===== src/rtl/bcd_to_bin.sv =====
// Sequential three-digit BCD to 10-bit binary converter (reverse double-dabble, one bit per clock).
// Optional input digit range check is enabled by defining BCD2BIN_RANGE_CHECK_EN.
module bcd_to_bin (
    input  logic       clk,
    input  logic       rst,
    input  logic       start,
    input  logic [3:0] d1,
    input  logic [3:0] d2,
    input  logic [3:0] d3,
    output logic       busy,
    output logic       done,
    output logic [9:0] bin,
    output logic       ovf,
    output logic       err
);

    typedef enum logic {
        IDLE  = 1'b0,
        SHIFT = 1'b1
    } state_t;

    // Control state kept in one struct so checkers can bind to a single signal.
    typedef struct packed {
        state_t     state;
        logic [3:0] iter;
    } ctrl_t;

    ctrl_t       ctrl;
    logic [11:0] bcd;
    logic [9:0]  sh;
    logic [11:0] bcd_nxt;
    logic [9:0]  sh_nxt;
    logic        range_ok;

`ifdef BCD2BIN_RANGE_CHECK_EN
    assign range_ok = (d1 <= 4'd9) && (d2 <= 4'd9) && (d3 <= 4'd9);
`else
    assign range_ok = 1'b1;
    assign err      = 1'b0;
`endif

    // One reverse double-dabble step: shift {bcd, sh} right, then pull every
    // digit that landed at 8 or above back down by 3 (no inter-digit carry).
    always_comb begin
        bcd_nxt = {1'b0, bcd[11:1]};
        sh_nxt  = {bcd[0], sh[9:1]};
        for (int i = 0; i < 3; i++) begin
            if (bcd_nxt[4*i+3]) begin
                bcd_nxt[4*i +: 4] = bcd_nxt[4*i +: 4] - 4'd3;
            end
        end
    end

    always_ff @(posedge clk) begin
        if (rst) begin
            ctrl.state <= IDLE;
            ctrl.iter  <= 4'd0;
            bcd        <= 12'd0;
            sh         <= 10'd0;
            busy       <= 1'b0;
            done       <= 1'b0;
            bin        <= 10'd0;
            ovf        <= 1'b0;
`ifdef BCD2BIN_RANGE_CHECK_EN
            err        <= 1'b0;
`endif
        end else begin
            done <= 1'b0;
            case (ctrl.state)
                IDLE: begin
                    if (start) begin
                        if (range_ok) begin
                            bcd        <= {d3, d2, d1};
                            sh         <= 10'd0;
                            ctrl.iter  <= 4'd0;
                            ctrl.state <= SHIFT;
                            busy       <= 1'b1;
                        end else begin
                            // Rejected request answers immediately without entering SHIFT.
                            done <= 1'b1;
                            bin  <= 10'd0;
                            ovf  <= 1'b0;
`ifdef BCD2BIN_RANGE_CHECK_EN
                            err  <= 1'b1;
`endif
                        end
                    end
                end
                SHIFT: begin
                    bcd <= bcd_nxt;
                    sh  <= sh_nxt;
                    if (ctrl.iter == 4'd9) begin
                        bin        <= sh_nxt;
                        ovf        <= |sh_nxt[9:8];
`ifdef BCD2BIN_RANGE_CHECK_EN
                        err        <= 1'b0;
`endif
                        done       <= 1'b1;
                        busy       <= 1'b0;
                        ctrl.iter  <= 4'd0;
                        ctrl.state <= IDLE;
                    end else begin
                        ctrl.iter <= ctrl.iter + 4'd1;
                    end
                end
                default: begin
                    ctrl.state <= IDLE;
                    busy       <= 1'b0;
                end
            endcase
        end
    end

endmodule


===== config.mk =====
export PLATFORM = sky130hd
export DESIGN_NAME = bcd_to_bin
export DESIGN_NICKNAME = d
export VERILOG_FILES = /design/src/rtl/bcd_to_bin.sv
export SDC_FILE = /design/constraint.sdc
export NUM_CORES = 1
export LEC_CHECK = 0
export BUFFER_PORTS_ARGS = -buffer_cell sky130_fd_sc_hd__clkbuf_2
export CAP_MARGIN = 0
export CORE_UTILIZATION = 40
export CTS_CLUSTER_DIAMETER = 50
export DETAILED_ROUTE_END_ITERATION = 10
export GPL_ROUTABILITY_DRIVEN = 0
export GPL_TIMING_DRIVEN = 0
export HOLD_SLACK_MARGIN = 0.06
export SYNTH_ARGS = -nofsm -noshare
export SYNTH_HDL_FRONTEND = slang
export SYNTH_SLANG_ARGS = --single-unit
export TNS_END_PERCENT = 20

===== constraint.sdc =====
create_clock -name clk -period 2.6 [get_ports clk]
set_clock_uncertainty 0.1 [all_clocks]
set_input_delay 0.52 -clock clk [delete_from_list [all_inputs] [get_ports clk]]
set_output_delay 0.52 -clock clk [all_outputs]
set_load 0.01 [all_outputs]

After elaboration in Yosys (flattened, before gate mapping)

Cells that the tools add are included.

Bits in registers: 40
Bits of input ports: 15
Word-level logic and storage cells: 37

Equal/unequal tests: 3
Reduce and logical (&&, ||, !) cells: 3
Bitwise logic cells: 1
$add $sub $neg: 3
Mux-type cells: 19

Operators by type and width:

| operator            | number |
|---|---|
| $mux 10             | 3 |
| $pmux 12 s2         | 1 |
| $pmux 10 s2         | 1 |
| $mux 12             | 1 |
| $mux 4              | 3 |
| $pmux 5 s2          | 1 |
| $sub 4x2->4 const B | 2 |
| $mux 1              | 6 |
| $mux 5              | 1 |
| $add 4x1->4 const B | 1 |
| $eq 4x4->1 const B  | 1 |
| $pmux 1 s2          | 2 |
| $reduce_and 2->1    | 2 |
| $ne 2x1->1 const B  | 1 |
| $ne 2x2->1 const B  | 1 |
| $reduce_or 2->1     | 1 |
| $not 1->1           | 1 |

Longest topological paths before layout

Gate-level depths: netlist of the first run.

Depth in word-level cells: 3
Gate-level depth with buffers: 6
Mapped depth without buffers: 5

Worst setup path after synthesis of the first run

Ideal clock, no wire load.

Path type: in2reg
Start: input start
End: register bcd[10]
Stages on the path: 4
Data arrival time: 1.083 ns
Data required time: 2.368 ns
Setup slack: 1.285 ns
Path buffers: 1
Setup time: 0.132 ns
Path through: buf_4 mux2_2 nand2_1 a21oi_1

Cells in the longest elaborated chain, start to end: 1

Ends and longest elaborated chain:

| element                     | line | text |
|---|---|---|
| start, declared             | 6    | `input logic start,` |
| $ne 2x2->1 (no source line) | --   |  |
| end signal, assigned        | 73   | `bcd <= {d3, d2, d1};` |
| end signal, assigned        | 90   | `bcd <= bcd_nxt;` |
| end, declared               | 29   | `logic [11:0] bcd;` |

Every way passes these cells.
A chain may end at the register's enable or synchronous reset.

Worst setup path after layout of the first run

Start: register ctrl[0] (netlist bit)
End: register bin[9]

Cells in the longest elaborated chain, start to end: 3

Ends and longest elaborated chain:

| element                           | line | text |
|---|---|---|
| start, declared                   | 28   | `ctrl_t ctrl;` |
| $eq 4x4->1                        | 92   | `if (ctrl.iter == 4'd9) begin` |
| $ne 2x1->1 (no source line)       | --   |  |
| $reduce_and 2->1 (no source line) | --   |  |
| end signal, assigned              | 93   | `bin <= sh_nxt;` |
| end, declared                     | 12   | `output logic [9:0] bin,` |

Every way passes these cells.

==> results of run 1 <==
==> synthesized netlist by cell type, types with 5 or more instances <==
cell,n
nor3b_1,9
nand2_1,28
nor2b_1,5
mux2i_1,7
nor3_1,5
a21oi_1,27
buf_2,5
nor2_1,14
buf_4,5
a211oi_1,12
dfxtp_1,39
==> cells by family after synthesis <==
kind of cell / share of synthesized area
compound gates: 0.157
xor+xnor: 0.0204
fa+ha+maj: 0.0292
buf+inv: 0.0650
flops: 0.455
mux: 0.0606
other cells: 0.00219
simple gates: 0.210
==> final timing paths <==
check / startpoint / end / slack (ns) / cells past startpoint
worst max-delay path: ctrl[0]$_SDFFE_PP0P_ / bin[9]$_SDFFE_PP0P_ / 1.19 / 5
worst min-delay path: bcd[10]$_SDFFE_PP0P_ / bcd[9]$_SDFFE_PP0P_ / 0.35 / 2
worst max register to register: ctrl[0]$_SDFFE_PP0P_ / bin[9]$_SDFFE_PP0P_ / 1.19 / 5
worst min register to register: bcd[10]$_SDFFE_PP0P_ / bcd[9]$_SDFFE_PP0P_ / 0.35 / 2
==> critical path: cells and delay by family (launching register included) <==
kind                     cells  cell delay, ns
adder cells (fa/ha/maj)      1            0.24
buffers and inverters        1            0.15
flip-flops                   1            0.39
AND/OR/NAND/NOR              2            0.35
AO/OA/AOI/OAI                1            0.11
==> power breakdown <==
part	leakage, nW	internal [mW]	switching [mW]
sequential	0.318	0.617	0.0196
combinational	0.447	0.0559	0.0660
clock	0.0612	0.311	0.221
==> placed cells by master (no fill, tap or decap), types with 2 or more instances in the layout <==
cell      instances
dfxtp_1          39
nand2_1          28
a21oi_1          27
clkbuf_2         25
nor2_1           14
a211oi_1         12
nor3b_1           9
mux2i_1           7
clkbuf_8          6
buf_4             5
nor2b_1           5
buf_2             5
nor3_1            5
inv_1             4
ha_1              4
mux2_2            3
buf_6             2
nand4b_1          2
clkbuf_1          2
nand3b_1          2
a21o_1            2
and2b_1           2
xnor2_1           2
xor2_1            2
==> routing by layer <==
metal	vias to the layer above	share of wire	GRT usage
met5	-	0	0
met4	0	0.016	0.0638
met3	8	0.039	0.0608
met2	27	0.43	0.278
met1	642	0.52	0.255
li1	730	-	-
==> layout make-up <==
cell class	count	area share
Multi-Input combinational cell	135	0.407
Sequential cell	39	0.387
Timing Repair Buffer	25	0.0620
Buffer	15	0.0477
Clock buffer	6	0.0409
Tap cell	50	0.0310
Clock inverter	2	0.0173
Inverter	4	0.00743
==> sequential cells by signal, summed over array words and instances (netlist names) <==
| name | flops |
|---|---|
| busy | 1 |
| bin | 10 |
| bcd | 12 |
| done | 1 |
| ctrl | 5 |
| sh | 9 |
| ovf | 1 |
==> flow_metrics.tcl, run 1 <==
set metrics [dict create \
    num_rows 23 \
    maxCapViolCount 0 \
    track_usage 0.188 \
    cts-resized-gates 0 \
    slew_viol_final 0 \
    setup_slack_ns 1.19 \
    slowest_stage "dfxtp_1" \
    endpoint_kind "flip-flop" \
    drcViolationCount 0 \
    diodes 0 \
    die_w_um 67.5 \
    num_vias 1407 \
    max_stage_delay_ns 0.39 \
    viasPerCell 5.10 \
    critPathLaunchType "flip-flop" \
    status "complete, no violations" \
    htree_levels 2 \
    placed_cells 268 \
    drt_iter0_drc 96 \
    syn_nets 212 \
    wire_per_inst_um 13.1 \
    boundaryPins 29 \
    whs_ns 0.354 \
    clock.fmax_mhz 708 \
    worstPathArrival_ns 1.54 \
    clk_pin_slew_worst_paths_ns 0.08 \
    worstPathRequired_ns 2.73 \
    min_period_ns 1.41 \
    grt_pass1_vias 1316 \
    synthTopCellsByArea "dfxtp_1 46%, a21oi_1 7.9%, nand2_1 6.1%, a211oi_1 5.3%, mux2i_1 4.1%" \
    antenna_found_initial 0 \
    start_util 0.422 \
    avgSynthCellArea_um2 8.88 \
    fin_util 0.498 \
    ys_async_sr_fraction 0 \
    clockRootBuffer "clkbuf_8" \
    cts_buffers 5 \
    min_period_over_period 0.543 \
    rsz0062_at_grt "no" \
    grt_max_degree 13 \
    syn-cell-area_um2 1710 \
    nets 244 \
    portBuffers 25 \
    setup_viol 0 \
    dp_hpwl_mm 2.44 \
    clockBufferDepth 2 \
    wl_mm 3.62 \
    fillers 401 \
    hold_viol_final 0 \
    pre_cts_slack_ns 1.14 \
    ys_ff_latch 39 \
    placed_cell_area_um2 1900 \
    yosysTopAreaCellShare 0.455 \
    synth_cell_types 32 \
    yosys_most_used_dff "dfxtp_1" \
    synth_seq_area_share 0.455 \
    worstSetupPathType "reg -> reg" \
    min_path_type "reg -> reg" \
    crit_path_max_fanout 10 \
    yosys.area.top_type "dfxtp_1" \
    yosysWarnings 0 \
    area_delta_synth_final_pct 17.8 \
    core_um2 4060 \
    cts_setup_buffers 0 \
    gr-total-overflow 0 \
    clock_sinks 39 \
    fin_area_um2 2020 \
    p_total_mw 1.29 \
    seqCellArea_um2 781 \
    die_area_um2 4550 \
    insertion_delay_ns 0.30 \
    p_per_area_nw_per_um2 639 \
    ant_nets 0 \
    layout-drive-gt1-share 0.221 \
    worstPathCellList "ha_1 > and4b_4 > buf_6 > nand2_1 > a21oi_1" \
    fin_cells 276 \
    cts_tree "done" \
    finalSetupTns_ns 0 \
    p_leak_nw 0.826 \
    dr.pass1.iters 4 \
    synth_edf_count 0 \
    relSlewSlack 0.621 \
    worstMarginPinSlew_ns 0.568 \
    synth_cells 193 \
    vdd_ir_drop_max_mv 0.333 \
    multi_input_area_um2 822 \
    die_h_um 67.5 \
    grt_pass1_wl_mm 6.19 \
    ctsHoldBuffers 0 \
]
Note: power is estimated with default switching activity, not from simulation.
==> run 2: changes to the inputs <==
==> constraint.sdc (replaced) <==
create_clock -name clk -period 1.2 [get_ports clk]
set_clock_uncertainty 0.1 [all_clocks]
set_input_delay 0.24 -clock clk [delete_from_list [all_inputs] [get_ports clk]]
set_output_delay 0.24 -clock clk [all_outputs]
set_load 0.01 [all_outputs]
==> flow_metrics.tcl, run 2 (synthesis gave the netlist of run 1 again) <==
set metrics [dict create \
    top_register "bcd" \
    viasPerCell 5.28 \
    grt_pass1_wl_mm 6.24 \
    drt_iter0_drc 87 \
    clockBufferDepth 2 \
    layout-drive-gt1-share 0.365 \
    grt_pass1_vias 1326 \
    track_usage 0.189 \
    die_w_um 67.5 \
    die_h_um 67.5 \
    path_common_cell "buf_6" \
    htree_levels 2 \
    drcViolationCount 0 \
    wire_per_inst_um 13.6 \
    insertion_delay_ns 0.30 \
    clock_sinks 39 \
    critPathLaunchType "flip-flop" \
    cts_tree "done" \
    nets 251 \
    worstPathRequired_ns 1.26 \
    clockRootBuffer "clkbuf_8" \
    maxCapViolCount 0 \
    dp_hpwl_mm 2.48 \
    diodes 0 \
    whs_ns 0.147 \
    core_um2 4060 \
    mostFrequentLayoutCell "dfxtp_1" \
    fin_area_um2 2200 \
    wl_mm 3.84 \
    violations "setup timing" \
    start_util 0.422 \
    endpoint_kind "flip-flop" \
    min_period_ns 1.28 \
    slew_viol_final 0 \
    reg_top3 "bcd (12), bin (10), sh (9)" \
    grt_max_degree 14 \
    worstMarginPinSlew_ns 0.682 \
    ant_nets 0 \
    setup_slack_ns -0.0822 \
    pre_cts_slack_ns -0.138 \
    fillers 383 \
    worstPathArrival_ns 1.34 \
    min_path_type "in -> reg" \
    layout_common_cells "32 x dfxtp_1, 25 x clkbuf_2, 23 x nand2_1" \
    relSlewSlack 0.545 \
    p_leak_nw 0.887 \
    placed_cell_area_um2 1920 \
    max_stage_delay_ns 0.33 \
    p_per_area_nw_per_um2 1270 \
    crit_path_max_fanout 5 \
    die_area_um2 4550 \
    clk_pin_slew_worst_paths_ns 0.08 \
    worstPathCellList "inv_2 > ha_4 > nand4b_1 > buf_6 > buf_6 > nand2_1 > a21oi_2" \
    num_vias 1495 \
    worstSetupPathType "reg -> reg" \
    min_period_over_period 1.07 \
    gr-total-overflow 0 \
    antenna_found_initial 0 \
    rsz0062_at_grt "yes" \
    ctsHoldBuffers 0 \
    dr.pass1.iters 4 \
    status "complete, but fails checks" \
    largest_register_ffs 12 \
    cts_buffers 5 \
    hold_viol_final 0 \
    num_rows 23 \
    area_delta_synth_final_pct 28.2 \
    vdd_ir_drop_max_mv 0.553 \
    setup_viol 10 \
    fin_util 0.542 \
    portBuffers 25 \
    p_total_mw 2.79 \
    clock.fmax_mhz 780 \
    boundaryPins 29 \
    slowest_stage "dfxtp_2" \
]
## run 2: what timing repair did
| action | 4_1_cts | 5_1_grt |
|---|---|---|
| cloned | 1 | 1 |
| setup buffers | 2 | 3 |
| endpoints found under the setup margin | 16 | 32 |
| pin swaps | 6 | 5 |
| gates resized for setup | 11 | 27 |
## run 2: layer usage
layer | track usage | up-vias | wire [um]
li1 | - | 741 | -
met1 | 0.259 | 719 | 1930
met2 | 0.278 | 28 | 1690
met3 | 0.0355 | 7 | 148
met4 | 0.0957 | 0 | 80
met5 | 0 | - | 0
## run 2: worst paths after layout
path / startpoint / end / slack, ns / cells after the start
max reg2reg: ctrl[1]$_SDFFE_PP0P_ / bin[3]$_SDFFE_PP0P_ / -0.08 / 7
max: ctrl[1]$_SDFFE_PP0P_ / bin[3]$_SDFFE_PP0P_ / -0.08 / 7
min: d3[3] / bcd[11]$_SDFFE_PP0P_ / 0.15 / 3
min reg2reg: bcd[10]$_SDFFE_PP0P_ / bcd[9]$_SDFFE_PP0P_ / 0.35 / 2
## run 2: where the power goes
group | internal, mW | total [mW] | switching (mW)
logic | 0.139 | 0.298 | 0.158
clock network | 0.619 | 1.11 | 0.487
registers | 1.34 | 1.38 | 0.0442
total | 2.10 | 2.79 | 0.689
## run 2: final cells by class
class | instances | area, um2 | share of cell area
Buffer | 15 | 113 | 0.0512
Clock buffer | 5 | 68.8 | 0.0313
Clock inverter | 3 | 43.8 | 0.0199
Inverter | 4 | 15.0 | 0.00683
Multi-Input combinational cell | 135 | 910 | 0.414
Sequential cell | 39 | 797 | 0.363
Tap cell | 50 | 62.6 | 0.0285
Timing Repair Buffer | 32 | 189 | 0.0859
## run 2: per-stage QoR
stage	setup TNS, ns	cells
final	-0.663	283
after CTS	-0.972	279
after detailed placement	-1.39	268
after global routing	-1.26	283
after floorplan	-0.00515	193
after global placement	-1.33	268
## run 2: worst max-delay path, delay by kind of cell (launching register included)
| family | cells | cell delay (ns) |
|---|---|---|
| buffers and inverters | 3 | 0.33 |
| AO/OA/AOI/OAI | 1 | 0.05 |
| flip-flops | 1 | 0.33 |
| AND/OR/NAND/NOR | 2 | 0.18 |
| adder cells (fa/ha/maj) | 1 | 0.14 |
